<file path="src/rtl/sram_axi_pkg.sv">
// Shared types and constants for the SRAM-style to AXI bridge.
// Covers FSM states, fixed AXI IDs, burst type and transfer-size codes.
package sram_axi_pkg;

   localparam int unsigned DATA_WIDTH = 32;
   localparam int unsigned STRB_WIDTH = DATA_WIDTH / 8;

   localparam int unsigned INST_ID = 0;
   localparam int unsigned DATA_ID = 1;

   localparam logic [1:0] BURST_INCR = 2'b01;

   localparam logic [2:0] SIZE_BYTE = 3'd0;
   localparam logic [2:0] SIZE_HALF = 3'd1;
   localparam logic [2:0] SIZE_WORD = 3'd2;

   typedef enum logic [2:0] {
      IDLE,
      RD_ADDR,
      RD_DATA,
      WR_REQ,
      WR_RESP
   } state_t;

endpackage

</file>
<file path="src/rtl/arb2_rr.sv">
// Two-input round-robin arbiter. Grants are combinational.
// A registered last-grant flag is cleared to port 0 on reset, so port 1 wins the first tie.
module arb2_rr (
   input  logic clk,
   input  logic rst,
   input  logic req0,
   input  logic req1,
   output logic gnt0_c,
   output logic gnt1_c
);

   logic last1_q;

   // On a tie, the port that was not granted last wins.
   assign gnt1_c = req1 & (~req0 | ~last1_q);
   assign gnt0_c = req0 & ~gnt1_c;

   always_ff @(posedge clk) begin
      if (rst) begin
         last1_q <= 1'b0;
      end else if (gnt0_c | gnt1_c) begin
         last1_q <= gnt1_c;
      end
   end

endmodule

</file>
<file path="src/rtl/sram_axi_arbiter.sv">
// Bridges the instruction and data SRAM-style ports onto one AXI master.
// Only one single-beat AXI transaction is outstanding at any time.
module sram_axi_arbiter
   import sram_axi_pkg::*;
#(
   parameter int unsigned ID_WIDTH   = 4,
   parameter int unsigned ADDR_WIDTH = 32
) (
   input  logic                  clk,
   input  logic                  rst,

   input  logic                  inst_req,
   input  logic [ADDR_WIDTH-1:0] inst_addr,
   output logic                  inst_addr_ok,
   output logic                  inst_data_ok,
   output logic [31:0]           inst_rdata,

   input  logic                  data_req,
   input  logic                  data_wr,
   input  logic [1:0]            data_size,
   input  logic [ADDR_WIDTH-1:0] data_addr,
   input  logic [3:0]            data_wstrb,
   input  logic [31:0]           data_wdata,
   output logic                  data_addr_ok,
   output logic                  data_data_ok,
   output logic [31:0]           data_rdata,

   output logic [ID_WIDTH-1:0]   arid,
   output logic [ADDR_WIDTH-1:0] araddr,
   output logic [7:0]            arlen,
   output logic [2:0]            arsize,
   output logic [1:0]            arburst,
   output logic [1:0]            arlock,
   output logic [3:0]            arcache,
   output logic [2:0]            arprot,
   output logic                  arvalid,
   input  logic                  arready,

   input  logic [ID_WIDTH-1:0]   rid,
   input  logic [31:0]           rdata,
   input  logic [1:0]            rresp,
   input  logic                  rlast,
   input  logic                  rvalid,
   output logic                  rready,

   output logic [ID_WIDTH-1:0]   awid,
   output logic [ADDR_WIDTH-1:0] awaddr,
   output logic [7:0]            awlen,
   output logic [2:0]            awsize,
   output logic [1:0]            awburst,
   output logic [1:0]            awlock,
   output logic [3:0]            awcache,
   output logic [2:0]            awprot,
   output logic                  awvalid,
   input  logic                  awready,

   output logic [31:0]           wdata,
   output logic [3:0]            wstrb,
   output logic                  wlast,
   output logic                  wvalid,
   input  logic                  wready,

   input  logic [ID_WIDTH-1:0]   bid,
   input  logic [1:0]            bresp,
   input  logic                  bvalid,
   output logic                  bready
);

   state_t                  state_q, state_d;
   logic                    idle;
   logic [ADDR_WIDTH-1:0]   addr_q;
   logic [2:0]              size_q;
   logic [3:0]              wstrb_q;
   logic [31:0]             wdata_q;
   logic                    owner_q;
   logic                    aw_done_q;
   logic                    w_done_q;
   logic                    unused_resp;

   assign idle = (state_q == IDLE);

   // Requests only compete while idle, so addr_ok never depends on AXI inputs.
   arb2_rr u_arb (
      .clk    (clk),
      .rst    (rst),
      .req0   (inst_req & idle),
      .req1   (data_req & idle),
      .gnt0_c (inst_addr_ok),
      .gnt1_c (data_addr_ok)
   );

   always_ff @(posedge clk) begin
      if (rst) begin
         state_q <= IDLE;
      end else begin
         state_q <= state_d;
      end
   end

   // Capture the winning request; owner_q is 1 for the data port.
   always_ff @(posedge clk) begin
      if (rst) begin
         addr_q    <= '0;
         size_q    <= '0;
         wstrb_q   <= '0;
         wdata_q   <= '0;
         owner_q   <= 1'b0;
         aw_done_q <= 1'b0;
         w_done_q  <= 1'b0;
      end else if (data_addr_ok) begin
         addr_q    <= data_addr;
         size_q    <= {1'b0, data_size};
         wstrb_q   <= data_wstrb;
         wdata_q   <= data_wdata;
         owner_q   <= 1'b1;
         aw_done_q <= 1'b0;
         w_done_q  <= 1'b0;
      end else if (inst_addr_ok) begin
         addr_q    <= inst_addr;
         size_q    <= SIZE_WORD;
         wstrb_q   <= '0;
         wdata_q   <= '0;
         owner_q   <= 1'b0;
         aw_done_q <= 1'b0;
         w_done_q  <= 1'b0;
      end else if (state_q == WR_REQ) begin
         if (awvalid && awready) aw_done_q <= 1'b1;
         if (wvalid && wready)   w_done_q  <= 1'b1;
      end
   end

   always_comb begin
      state_d      = state_q;
      arvalid      = 1'b0;
      rready       = 1'b0;
      awvalid      = 1'b0;
      wvalid       = 1'b0;
      bready       = 1'b0;
      inst_data_ok = 1'b0;
      data_data_ok = 1'b0;
      unique case (state_q)
         IDLE: begin
            if (data_addr_ok) begin
               state_d = data_wr ? WR_REQ : RD_ADDR;
            end else if (inst_addr_ok) begin
               state_d = RD_ADDR;
            end
         end
         RD_ADDR: begin
            arvalid = 1'b1;
            if (arready) state_d = RD_DATA;
         end
         RD_DATA: begin
            rready = 1'b1;
            if (rvalid) begin
               inst_data_ok = ~owner_q;
               data_data_ok = owner_q;
               state_d      = IDLE;
            end
         end
         WR_REQ: begin
            // Address and data channels complete independently.
            awvalid = ~aw_done_q;
            wvalid  = ~w_done_q;
            if ((aw_done_q | awready) && (w_done_q | wready)) state_d = WR_RESP;
         end
         WR_RESP: begin
            bready = 1'b1;
            if (bvalid) begin
               data_data_ok = 1'b1;
               state_d      = IDLE;
            end
         end
         default: state_d = IDLE;
      endcase
   end

   assign arid    = owner_q ? ID_WIDTH'(DATA_ID) : ID_WIDTH'(INST_ID);
   assign araddr  = addr_q;
   assign arsize  = size_q;
   assign arlen   = 8'd0;
   assign arburst = BURST_INCR;
   assign arlock  = 2'd0;
   assign arcache = 4'd0;
   assign arprot  = 3'd0;

   assign awid    = ID_WIDTH'(DATA_ID);
   assign awaddr  = addr_q;
   assign awsize  = size_q;
   assign awlen   = 8'd0;
   assign awburst = BURST_INCR;
   assign awlock  = 2'd0;
   assign awcache = 4'd0;
   assign awprot  = 3'd0;

   assign wdata   = wdata_q;
   assign wstrb   = wstrb_q;
   assign wlast   = 1'b1;

   assign inst_rdata = rdata;
   assign data_rdata = rdata;

   // Response IDs and status are deliberately ignored.
   assign unused_resp = ^{rid, rresp, rlast, bid, bresp};

endmodule

</file>
<file path="config.mk">
export PLATFORM = sky130hd
export DESIGN_NAME = sram_axi_arbiter
export DESIGN_NICKNAME = d
export VERILOG_FILES = /design/src/rtl/sram_axi_pkg.sv /design/src/rtl/arb2_rr.sv /design/src/rtl/sram_axi_arbiter.sv
export SDC_FILE = /design/constraint.sdc
export NUM_CORES = 1
export LEC_CHECK = 0
export ABC_AREA = 1
export BUFFER_PORTS_ARGS = -buffer_cell sky130_fd_sc_hd__buf_4
export CAP_MARGIN = 20
export CORE_AREA = 2 2 149 151
export CTS_CLUSTER_SIZE = 8
export DETAILED_ROUTE_END_ITERATION = 16
export DIE_AREA = 0 0 151 153
export PLACE_DENSITY_LB_ADDON = 0.05
export SYNTH_ARGS = -nofsm -noshare
export SYNTH_HDL_FRONTEND = slang
export SYNTH_HIERARCHICAL = 1
export SYNTH_SLANG_ARGS = --single-unit
</file>
<file path="constraint.sdc">
create_clock -name clk -period 3.95 [get_ports clk]
set_input_delay 1.185 -clock clk [delete_from_list [all_inputs] [get_ports clk]]
set_output_delay 1.185 -clock clk [all_outputs]
set_load 0.01 [all_outputs]
</file>
# After elaboration in Yosys (flattened, before gate mapping)
# Cells that the tools add are included.
dict set report word_totals {
  wordCells 70
  regBits 77
}
dict set report op_classes {
  mux 29
  bitwise_logic 14
  eq_ne 9
  reduce_logical 9
}
# operator n
set op_table {}
lappend op_table {{2-to-1 mux 32 bit} 4}
lappend op_table {{2-to-1 mux 3 bit} 6}
lappend op_table {{one-hot mux 3 bit (5 select lines)} 1}
lappend op_table {{2-to-1 mux 1 bit} 12}
lappend op_table {{2-to-1 mux 4 bit} 2}
lappend op_table {{== test 3 x 2 -> 1 bit (second input constant)} 2}
lappend op_table {{2-to-1 mux 2 bit} 3}
lappend op_table {{!= test 2 bit (second input constant)} 3}
lappend op_table {{NOT 1 bit} 6}
lappend op_table {{AND reduction 5 bit} 1}
lappend op_table {{AND 1 bit} 4}
lappend op_table {{bitwise OR 1 bit} 4}
lappend op_table {{AND reduction 2 bit} 2}
lappend op_table {{== test 3 x 1 -> 1 bit (second input constant)} 1}
lappend op_table {{== test 3 bit (second input constant)} 1}
lappend op_table {{logical AND 1 bit} 3}
lappend op_table {{zero test 3 bit} 1}
lappend op_table {{!= test 3 x 1 -> 1 bit (second input constant)} 1}
lappend op_table {{OR reduction 3 bit} 1}
lappend op_table {{!= test 2 x 1 -> 1 bit (second input constant)} 1}
lappend op_table {{one-hot mux 1 bit (2 select lines)} 1}
lappend op_table {{nonzero test 2 bit} 1}

# Depth between registers and ports, before layout
# Gate-level depths: netlist of run 1.
dict set report depth {
  ltp_word 10
  depth_mapped 15
  mapped_depth_nobuf 12
}

# Cells and area by module
# The synthesis of run 1 kept the hierarchy.
# module seq_area_each_um2 area_per_inst_um2 cells_each instances
set by_module_without_submodules {}
lappend by_module_without_submodules {sram_axi_arbiter 1521.5 4164.0 516 1}
lappend by_module_without_submodules {arb2_rr 20.0 56.3 9 1}

# Least setup slack after synthesis of run 1
# OpenSTA, ideal clock, no wires.
dict set report synth_timing {
  kind {input-to-output}
  from {input inst_req}
  to {output inst_addr_ok}
  path_stages 3
  arrival_ns 1.846
  slack_ns 0.919
  path_cell_list {inv_1 nor2_1 a21boi_1}
}
dict set report synth_between {
  elab_chain_len 6
}
# element line_no
set synth_rtl {}
lappend synth_rtl {{start, declared} sram_axi_arbiter.sv:12} ;# input logic inst_req,
lappend synth_rtl {{AND 1 bit *} sram_axi_arbiter.sv:86} ;# .req0 (inst_req & idle),
lappend synth_rtl {{NOT 1 bit} arb2_rr.sv:15} ;# assign gnt1_c = req1 & (~req0 | ~last1_q);
lappend synth_rtl {{bitwise OR 1 bit} arb2_rr.sv:15}
lappend synth_rtl {{AND 1 bit} arb2_rr.sv:15}
lappend synth_rtl {{NOT 1 bit} arb2_rr.sv:16} ;# assign gnt0_c = req0 & ~gnt1_c;
lappend synth_rtl {{AND 1 bit *} arb2_rr.sv:16}
lappend synth_rtl {{end, declared} sram_axi_arbiter.sv:14} ;# output logic inst_addr_ok,
# Every way passes the cells marked *; elsewhere a longest branch is shown, timed or not.

# Worst setup path in the final report of run 1
dict set report layout_timing {
  from {input data_req}
  to {output data_addr_ok}
}
dict set report layout_between {
  elab_chain_len 2
}
# element line_no
set layout_rtl {}
lappend layout_rtl {{start, declared} sram_axi_arbiter.sv:18} ;# input logic data_req,
lappend layout_rtl {{AND 1 bit} sram_axi_arbiter.sv:87} ;# .req1 (data_req & idle),
lappend layout_rtl {{AND 1 bit} arb2_rr.sv:15}
lappend layout_rtl {{end, declared} sram_axi_arbiter.sv:24} ;# output logic data_addr_ok,
# Every way passes these cells.

==> impl_summary.log, run 1 <==
[metrics] average vias per placed instance: 3.90
[metrics] Hold WC Path Type: reg -> reg
[metrics] arrival time of the worst setup path: 1.93 ns
[metrics] net switching fraction of the power: approximately 37%
[metrics] clock buffers created by TritonCTS: 9
[metrics] largest net degree at the start of global routing: 57
[metrics] gr usage total: between 10 and 15%
[metrics] count of unresolved DRC violations after routing: 0
[metrics] H-tree lvl count: 3
[metrics] total length of routed wires: 13,400 um
[metrics] GR Util met2: 17.7%
[metrics] final layout net count: ~800
[metrics] final max-slew violation count: 0
[metrics] clock skew after layout: around 0.011 ns
[metrics] die width: between 150 and 200 um
[metrics] async set-reset flop share out of synthesis: 0%
[metrics] cells on worst reg2reg path: 10
[metrics] kind of end point of the critical path: output pin
[metrics] FF-to-FF Start: state_q[2]
[metrics] Top FF cell, synth: dfxtp_1
[metrics] met1 GRT Util: 13.2%
[metrics] number of antenna cells inserted: 0
[metrics] required time reported for the critical path endpoint: approximately 2.8 ns
[metrics] setup slack of the worst register-to-register path: approximately 1.7 ns
[metrics] Synth-to-Final Area Change: 31.7%
[metrics] Die Height: around 150 um
[metrics] Worst-Margin Slew: 0.600 ns
[metrics] number of nets with antenna violations after routing: 0
[metrics] register share of total power: 32.4%
[metrics] maximum vdd ir drop: roughly 200 uV
[metrics] remaining global-route overflow: 0
[metrics] Bufs on Longest Clock Path: 2
[metrics] number of global-route vias before repair: around 3,500
[metrics] net switching power of the design: roughly 1.3 mW
[metrics] fraction of power consumed by the clock network: between 20% and 30%
[metrics] number of library cell types mapped by synthesis: 25
[metrics] DRT iter0 DRCs: 90
[metrics] fraction of final layout cells with drive strength greater than 1: between 30 and 40%
[metrics] half-perimeter wire length after placement: 9630 um
[metrics] Max-Cap Viols: 0
[metrics] #FFs+latches synth: 77
[metrics] clock latency on the worst-skew pair: 0.34 ns
[metrics] Global Route met3 Usage: just over 5%
[metrics] source of the critical timing path: data_req
[metrics] sequential cell area fraction in the yosys report: a little over a third
[metrics] global placement routability congestion: between 0.6 and 0.7
[metrics] setup repair after global routing missed its margin: false
[metrics] total internal power: 2.26 mW
[metrics] initial antenna violation count: 0
[metrics] post-route total power: between 3 and 4 mW
[metrics] Hold Path Cell Cnt: 1
[metrics] terminus of the critical flop-to-flop path: wstrb[0]
[metrics] most common cell after layout, fill and taps aside: buf_4
[metrics] Hold Buf Count CTS: 0
[metrics] Pleak: 2.81 nW
[metrics] most used cells in the layout excluding fill and tap cells: buf_4, nand2_1, dfxtp_1
[metrics] Initial Util: 19.6%
[metrics] period utilisation layout: 78.9%
[metrics] number of setup buffers added after CTS: 0
[metrics] final routed wire length divided by cell count: roughly 14 um
[metrics] number of warnings reported in the yosys synthesis log: 6
[metrics] launching element type of the critical path: input pin
[metrics] min-delay src: wdata[8]
[metrics] CTS-repair resized insts: 0
[metrics] category of the critical setup timing path: in -> out
[metrics] post-synth design cell area: between 4000 and 5000 um^2
[metrics] CTS tree: built
[metrics] number of vias in the routed layout: around 3,600
[metrics] I/O pin count: 383
[metrics] root buffer cell: clkbuf_16
[metrics] worst hold endpoint: wdata[8]
[metrics] count of buffers from port buffering: between 200 and 250
[metrics] max-slew headroom at the worst pin: about three fifths
[metrics] summed negative setup slack over all endpoints: 0 ns
[metrics] Clock Sink Count: 77
[metrics] Most Crowded Layer GR: met2
[metrics] first-pass GRT wire length: 19,600 um
[metrics] PwrDens: roughly 650 nW/um^2
[metrics] worst-path maximum fanout: 6
[metrics] count of flip-flops with a built-in enable after synthesis: 0
[metrics] Clock Pin Slew Worst Setup and Hold Paths: 0.07 ns
[metrics] core footprint: 21,500 um^2
[metrics] result of the run: complete, no violations
[metrics] DRT Pass-1 Iters: 6
[metrics] final count of hold timing violations: 0
[metrics] Max Fclk: 321 MHz
[metrics] synthesized instance count: 525
[metrics] average cell area after synthesis: 8.04 um^2
[metrics] power share of the combinational group: between 40 and 50%
[metrics] min Tclk post-route: 3.12 ns
[metrics] number of core rows: 54
[metrics] Die Area: 23,100 um^2
[metrics] endpoints failing setup: 0
worst max-delay path, cell delays in order:
cell and delay (ns):
buf_4 0.08, inv_1 0.03, nor2_1 0.16, and2_2 0.31, buf_4 0.16
worst max-delay path by stage:
stage                    to
6_report       data_addr_ok
5_1_grt        data_addr_ok
3_5_place_dp   data_addr_ok
2_1_floorplan  inst_addr_ok
4_1_cts        data_addr_ok
3_3_place_gp   data_addr_ok
power by group through the flow:
stage	Sequential, mW	Clock (mW)	Combinational (mW)
after floorplan	1.23	0	0.946
after global placement	1.17	0	1.53
after detailed placement	1.19	0	1.52
after CTS	1.17	0.979	1.52
after global routing	1.20	1.01	1.64
final	1.16	0.940	1.49
cell type report:
| type | instances | area [um^2] |
|---|---|---|
| tap | 280 | 350 |
| clock inverter | 6 | 93.8 |
| multi-input combinational | 282 | 1440 |
| clock buffer | 10 | 239 |
| timing repair buffer | 232 | 1750 |
| fill | 2414 | 15900 |
| inverter | 37 | 139 |
| sequential | 77 | 1540 |
cells in the mapped netlist (all sizes together), types with 2 or more instances:
library cell,number,area share (%)
buf,165,29
nand2,93,8.3
dfxtp,77,37
nand3,65,7.7
a32o,37,8.8
inv,37,3.3
nor2,22,2.4
clkbuf,10,0.89
o21ai,6,0.71
nor3,3,0.47
o31ai,3,0.53
conb,2,0.18
kinds of logic (layout without fill, tap and decap cells):
group	Yosys count	in the layout	synth area share (%)
other	2	48	0.178
DFF	77	77	36.5
and+or+nand+nor	184	184	19.1
AOI/OAI and AO/OA	50	50	10.8
buffers and inverters	212	285	33.5
stage by stage:
| stage | cells | setup slack, ns | hold WS (ns) | util [%] | cell area (um^2) |
|---|---|---|---|---|---|
| 2_1_floorplan | 571 | 0.919 | 0.462 | - | 4390 |
| 3_3_place_gp | 908 | 0.854 | 0.453 | 24.3 | 5230 |
| 3_5_place_dp | 908 | 0.827 | 0.455 | 24.3 | 5230 |
| 4_1_cts | 924 | 0.824 | 0.472 | 25.9 | 5560 |
| 5_1_grt | 924 | 0.756 | 0.493 | 25.9 | 5560 |
| 6_report | 924 | 0.833 | 0.466 | 25.9 | 5560 |
flip-flops by register name, indices dropped and copies added (netlist names), 2 cells and up:
register and cells:
araddr 32, wstrb 4, wdata 32, arsize 2
state_q 3
metal layers:
layer  vias to the layer above  part of all wire [%]  wire [um]
met3                        20                    11       1510
met5                         -                     0          0
li1                       1753                     -          -
met2                       181                    46       6140
met4                         0                   1.5        205
met1                      1652                    41       5510
Note: power is estimated with default switching activity, not from simulation.
==> run 2: changes to the inputs <==
==> constraint.sdc (replaced) <==
create_clock -name clk -period 2.9 [get_ports clk]
set_input_delay 0.87 -clock clk [delete_from_list [all_inputs] [get_ports clk]]
set_output_delay 0.87 -clock clk [all_outputs]
set_load 0.01 [all_outputs]
==> impl_summary.log, run 2 (synthesized netlist as in run 1, its figures left out) <==
[metrics] DRT Pass-1 Iters: 4 (-2)
[metrics] Die Height: 153 um (unchanged)
[metrics] initial antenna violation count: 0 (unchanged)
[metrics] Most Crowded Layer GR: met2
[metrics] launching element type of the critical path: register
[metrics] required time reported for the critical path endpoint: 2.03 ns (-0.73 ns)
[metrics] min Tclk post-route: approximately 2.6 ns
[metrics] most common cell after layout, fill and taps aside: buf_4
[metrics] half-perimeter wire length after placement: 9380 um (-2.5%)
[metrics] Synth-to-Final Area Change: 31.7% (unchanged)
[metrics] total length of routed wires: 13,200 um (-1.4%)
[metrics] category of the critical setup timing path: reg -> out
[metrics] Clock Pin Slew Worst Setup and Hold Paths: 0.07 ns (about the same)
[metrics] Global Route met3 Usage: 5.82% (+0.72 points)
[metrics] GR Util met2: 17.5% (-0.24 points)
[metrics] CTS tree: built
[metrics] clock skew after layout: 0.00738 ns (-0.00369 ns)
[metrics] number of nets with antenna violations after routing: 0 (unchanged)
[metrics] number of core rows: 54 (unchanged)
[metrics] count of buffers from port buffering: 225 (unchanged)
[metrics] setup repair after global routing missed its margin: false
[metrics] number of antenna cells inserted: 0 (unchanged)
[metrics] power share of the combinational group: 41.9% (+0.5 points)
[metrics] max-slew headroom at the worst pin: 64.3% (+4.3 points)
[metrics] core footprint: 21,500 um^2 (unchanged)
[metrics] PwrDens: 870 nW/um^2 (+35%)
[metrics] first-pass GRT wire length: 19,200 um (-1.8%)
[metrics] number of setup buffers added after CTS: 0 (unchanged)
[metrics] Max Fclk: just under 400 MHz
[metrics] remaining global-route overflow: 0 (unchanged)
[metrics] kind of end point of the critical path: output pin
[metrics] root buffer cell: clkbuf_16
[metrics] worst hold slack across all endpoints: 0.467 ns (+0.00103 ns)
[metrics] gr usage total: 10.9% (-0.32 points)
[metrics] clock latency on the worst-skew pair: 0.34 ns (about the same)
[metrics] post-route total power: 4.83 mW (+35%)
[metrics] Initial Util: 19.6% (unchanged)
[metrics] endpoints failing setup: 0 (unchanged)
[metrics] period utilisation layout: 89.2%
[metrics] Hold WC Path Type: reg -> reg
[metrics] Hold Buf Count CTS: 0 (unchanged)
[metrics] Fill cells: 2,407 (-0.29%)
[metrics] placed cell count: 907 (-0.11%)
[metrics] final max-slew violation count: 0 (unchanged)
[metrics] non-filler instance count after layout: 923 (-0.11%)
[metrics] Pleak: 2.81 nW (about the same)
[metrics] register share of total power: 32.8% (+0.4 points)
[metrics] CTS-repair resized insts: 0 (unchanged)
[metrics] average vias per placed instance: 3.91 (about the same)
[metrics] clock buffers created by TritonCTS: 9 (unchanged)
[metrics] maximum vdd ir drop: 251 uV (+29%)
[metrics] cells on worst reg2reg path: 10 (unchanged)
[metrics] global placement routability congestion: 0.691 (+0.33%)
[metrics] final routed wire length divided by cell count: 14.3 um (-1.3%)
[metrics] largest net degree at the start of global routing: 87 (+53%)
[metrics] Die Area: 23,100 um^2 (unchanged)
[metrics] I/O pin count: 383 (unchanged)
[metrics] result of the run: complete, no violations
[metrics] net switching power of the design: 1.82 mW (+37%)
[metrics] arrival time of the worst setup path: 1.72 ns (-0.21 ns)
[metrics] final layout net count: 795 (-0.13%)
[metrics] Hold Path Cell Cnt: 1 (unchanged)
[metrics] post-route core utilization: 25.9% (unchanged)
[metrics] Clock Sink Count: 77 (unchanged)
[metrics] worst-path maximum fanout: 8 (+2)
[metrics] count of unresolved DRC violations after routing: 0 (unchanged)
[metrics] most used cells in the layout excluding fill and tap cells: buf_4, nand2_1, dfxtp_1
[metrics] number of global-route vias before repair: 3,512 (-0.82%)
[metrics] Bufs on Longest Clock Path: 2 (unchanged)
[metrics] net switching fraction of the power: 37.8% (+0.62 points)
[metrics] fraction of power consumed by the clock network: 25.2% (-1.0 points)
[metrics] die width: 151 um (unchanged)
[metrics] Worst-Margin Slew: 0.536 ns (-0.0640 ns)
[metrics] fraction of final layout cells with drive strength greater than 1: 39.8% (-0.093 points)
[metrics] total internal power: 3.01 mW (+33%)
[metrics] Max-Cap Viols: 0 (unchanged)
[metrics] met1 GRT Util: 12.5% (-0.76 points)
[metrics] summed negative setup slack over all endpoints: 0 ns (unchanged)
[metrics] DRT iter0 DRCs: 128 (+42%)
[metrics] number of vias in the routed layout: 3,605 (-0.028%)
[metrics] H-tree lvl count: 3 (unchanged)
[metrics] final count of hold timing violations: 0 (unchanged)
run 2: path summary, 6_finish.rpt:
check,start,to,slack [ns]
hold / removal,wdata[9],wdata[9],0.47
setup / recovery,state_q[2],data_addr_ok,0.31
setup reg to reg,state_q[2],wdata[4],0.34
hold reg to reg,wdata[9],wdata[9],0.47
run 2: routing by layer:
layer	routed length [um]	part of all wire [%]
met2	6310	48
met5	0	0
met4	163	1.2
met1	5130	39
met3	1570	12
run 2: area by class of cell:
class                      count  area, um^2  share of cell area [%]
tap                          280         350                    6.30
clock buffer                  10         239                    4.30
timing repair buffer         231        1770                    31.9
clock inverter                 6        76.3                    1.37
multi-input combinational    282        1440                    25.9
sequential                    77        1540                    27.7
inverter                      37         139                    2.50
run 2: worst max-delay path: stages, from the launching register on:
cell     delay, ns
dfxtp_1       0.39
nor3_1        0.26
inv_1         0.11
nor2_1        0.16
and2_2        0.30
buf_4         0.16
run 2: power by group through the flow:
stage / clock network, mW / registers (mW) / logic (mW)
finish: 1.22 / 1.59 / 2.03
global route: 1.32 / 1.64 / 2.24
CTS: 1.28 / 1.60 / 2.08
detailed placement: 0 / 1.62 / 2.08
global placement: 0 / 1.60 / 2.08
floorplan: 0 / 1.67 / 1.29
run 2: per-stage QoR:
stage                     worst slack (ns)  cell area (um^2)
after CTS                            0.240              5560
after floorplan                      0.499              4390
after global placement              0.0735              5240
after global routing                0.0437              5560
after detailed placement            0.0411              5240
final                                0.313              5560
==> run 3: changes to the inputs <==
--- a/config.mk
+++ b/config.mk
@@ -12,6 +12,7 @@
 export CTS_CLUSTER_SIZE = 8
 export DETAILED_ROUTE_END_ITERATION = 16
 export DIE_AREA = 0 0 151 153
+export GPL_TIMING_DRIVEN = 0
 export PLACE_DENSITY_LB_ADDON = 0.05
 export SYNTH_ARGS = -nofsm -noshare
 export SYNTH_HDL_FRONTEND = slang
==> impl_summary.log, run 3 (synthesized netlist as in run 1, its figures left out) <==
[metrics] gr usage total: 12.8% (+2.0 points)
[metrics] first-pass GRT wire length: 22,700 um (+18%)
[metrics] category of the critical setup timing path: reg -> out
[metrics] post-route core utilization: 33.6% (+7.7 points)
[metrics] launching element type of the critical path: register
[metrics] clock skew after layout: 0.00865 ns (+0.00127 ns)
[metrics] cells on worst reg2reg path: 11 (+1)
[metrics] die width: 151 um (unchanged)
[metrics] number of vias in the routed layout: 4,409 (+22%)
[metrics] placed cell count: 1,140 (+26%)
[metrics] result of the run: complete, no violations
[metrics] arrival time of the worst setup path: 1.78 ns (+0.06 ns)
[metrics] Bufs on Longest Clock Path: 2 (unchanged)
[metrics] number of antenna cells inserted: 0 (unchanged)
[metrics] Worst-Margin Slew: 0.640 ns (+0.104 ns)
[metrics] period utilisation layout: 91.4% (+2.2 points)
[metrics] Fill cells: 2,316 (-3.8%)
[metrics] count of unresolved DRC violations after routing: 0 (unchanged)
[metrics] H-tree lvl count: 3 (unchanged)
[metrics] final layout net count: 1,028 (+29%)
[metrics] capture point of the worst path: data_addr_ok
[metrics] Hold Path Cell Cnt: 1 (unchanged)
[metrics] core footprint: 21,500 um^2 (unchanged)
[metrics] number of core rows: 54 (unchanged)
[metrics] number of global-route vias before repair: 4,301 (+22%)
[metrics] non-filler instance count after layout: 1,156 (+25%)
[metrics] Clock Pin Slew Worst Setup and Hold Paths: 0.06 ns (about the same)
[metrics] CTS tree: built
[metrics] global placement routability congestion: 0.702 (+1.5%)
[metrics] largest net degree at the start of global routing: 16 (-82%)
[metrics] PwrDens: 726 nW/um^2 (-17%)
[metrics] Initial Util: 19.6% (unchanged)
[metrics] endpoints failing setup: 0 (unchanged)
[metrics] setup slack of the worst register-to-register path: 0.49 ns (+0.15 ns)
[metrics] number of setup buffers added after CTS: 0 (unchanged)
[metrics] final count of hold timing violations: 0 (unchanged)
[metrics] initial antenna violation count: 0 (unchanged)
[metrics] worst hold slack across all endpoints: 0.468 ns (+0.00142 ns)
[metrics] Max-Cap Viols: 0 (unchanged)
[metrics] required time reported for the critical path endpoint: 2.03 ns (about the same)
[metrics] final routed wire length divided by cell count: 13.3 um (-6.7%)
[metrics] summed negative setup slack over all endpoints: 0 ns (unchanged)
[metrics] Die Area: 23,100 um^2 (unchanged)
[metrics] FF-to-FF Start: state_q[2]
[metrics] source of the critical timing path: state_q[2]
[metrics] total length of routed wires: 15,400 um (+17%)
[metrics] Hold WC Path Type: reg -> reg
[metrics] max-slew headroom at the worst pin: 57.3% (-6.9 points)
[metrics] average vias per placed instance: 3.81 (-2.3%)
[metrics] DRT Pass-1 Iters: 4 (unchanged)
[metrics] post-route total power: 5.24 mW (+8.3%)
[metrics] root buffer cell: clkbuf_16
[metrics] number of nets with antenna violations after routing: 0 (unchanged)
[metrics] terminus of the critical flop-to-flop path: araddr[16]
[metrics] clock buffers created by TritonCTS: 9 (unchanged)
[metrics] min-delay src: wdata[4]
[metrics] I/O pin count: 383 (unchanged)
[metrics] final max-slew violation count: 0 (unchanged)
[metrics] min Tclk post-route: 2.65 ns (+0.0626 ns)
[metrics] Hold Buf Count CTS: 0 (unchanged)
[metrics] most used cells in the layout excluding fill and tap cells: buf_4, nand2_1, dfxtp_1
[metrics] count of buffers from port buffering: 289 (+28%)
[metrics] kind of end point of the critical path: output pin
[metrics] fraction of final layout cells with drive strength greater than 1: 54.5% (+15 points)
[metrics] remaining global-route overflow: 0 (unchanged)
[metrics] Max Fclk: 377 MHz (-2.4%)
[metrics] half-perimeter wire length after placement: 12,600 um (+34%)
[metrics] most common cell after layout, fill and taps aside: buf_4
[metrics] clock latency on the worst-skew pair: 0.35 ns (about the same)
[metrics] Clock Sink Count: 77 (unchanged)
[metrics] Synth-to-Final Area Change: 71.0%
[metrics] setup repair after global routing missed its margin: false
[metrics] Die Height: 153 um (unchanged)
[metrics] Pleak: 3.91 nW (+39%)
[metrics] DRT iter0 DRCs: 94 (-27%)
[metrics] worst-path maximum fanout: 8 (unchanged)
[metrics] maximum vdd ir drop: 297 uV (+18%)
[run 3: cell count changes in the layout (fill, tap and decap cells not counted), moves of 2 or more]
cell      before  now
buf_6          0    6
buf_12         3    0
clkbuf_1       0   10
buf_4        228  439
buf_2          0    7
buf_1          0    2
[run 3: metrics by stage]
step           cell area (um^2)  setup WS [ns]
2_1_floorplan              4390          0.499
5_1_grt                    7220         0.0527
6_report                   7220          0.250
4_1_cts                    7210          0.173
3_3_place_gp               6910          0.176
3_5_place_dp               6910          0.216
[run 3: critical path: stages (launching register included)]
cell     delay, ns
dfxtp_1       0.29
buf_2         0.16
nor3_1        0.26
inv_1         0.12
nor2_1        0.25
and2_1        0.23
buf_4         0.14
[run 3: metal layers]
metal	vias up	GRT usage, %	wire, um
li1	2214	-	-
met1	1987	13.4	5610
met2	194	23.0	7820
met3	14	6.18	1770
met4	0	3.25	200
met5	-	0	0
[run 3: how the worst min path moves through the flow]
| stage | to |
|---|---|
| 6_report | wdata[4] |
| 5_1_grt | wdata[4] |
| 4_1_cts | wdata[4] |
| 3_5_place_dp | wdata[17] |
| 3_3_place_gp | wdata[26] |
| 2_1_floorplan | owner_q |
[run 3: layout make-up]
cell class                 count  area (um^2)  share of cell area, %
clock buffer                  10          239                   3.31
buffer                       175         1270                   17.6
multi-input combinational    282         1450                   20.1
timing repair buffer         289         2170                   30.1
tap                          280          350                   4.85
inverter                      37          139                   1.92
sequential                    77         1540                   21.4
clock inverter                 6         53.8                  0.745
[run 3: where the power goes]
group	internal (mW)	switching [mW]	leakage [nW]	total, mW
logic	1.33	1.21	3.14	2.54
clock network	0.618	0.499	0.142	1.12
registers	1.35	0.231	0.631	1.58
[run 3: timing repair]
item / in CTS / in global routing
hold endpoints to repair: 0 / 0
resized for setup: 1 / 1
setup endpoints to repair: 1 / 1
gates cloned: 0 / 0
pin swaps: 0 / 0
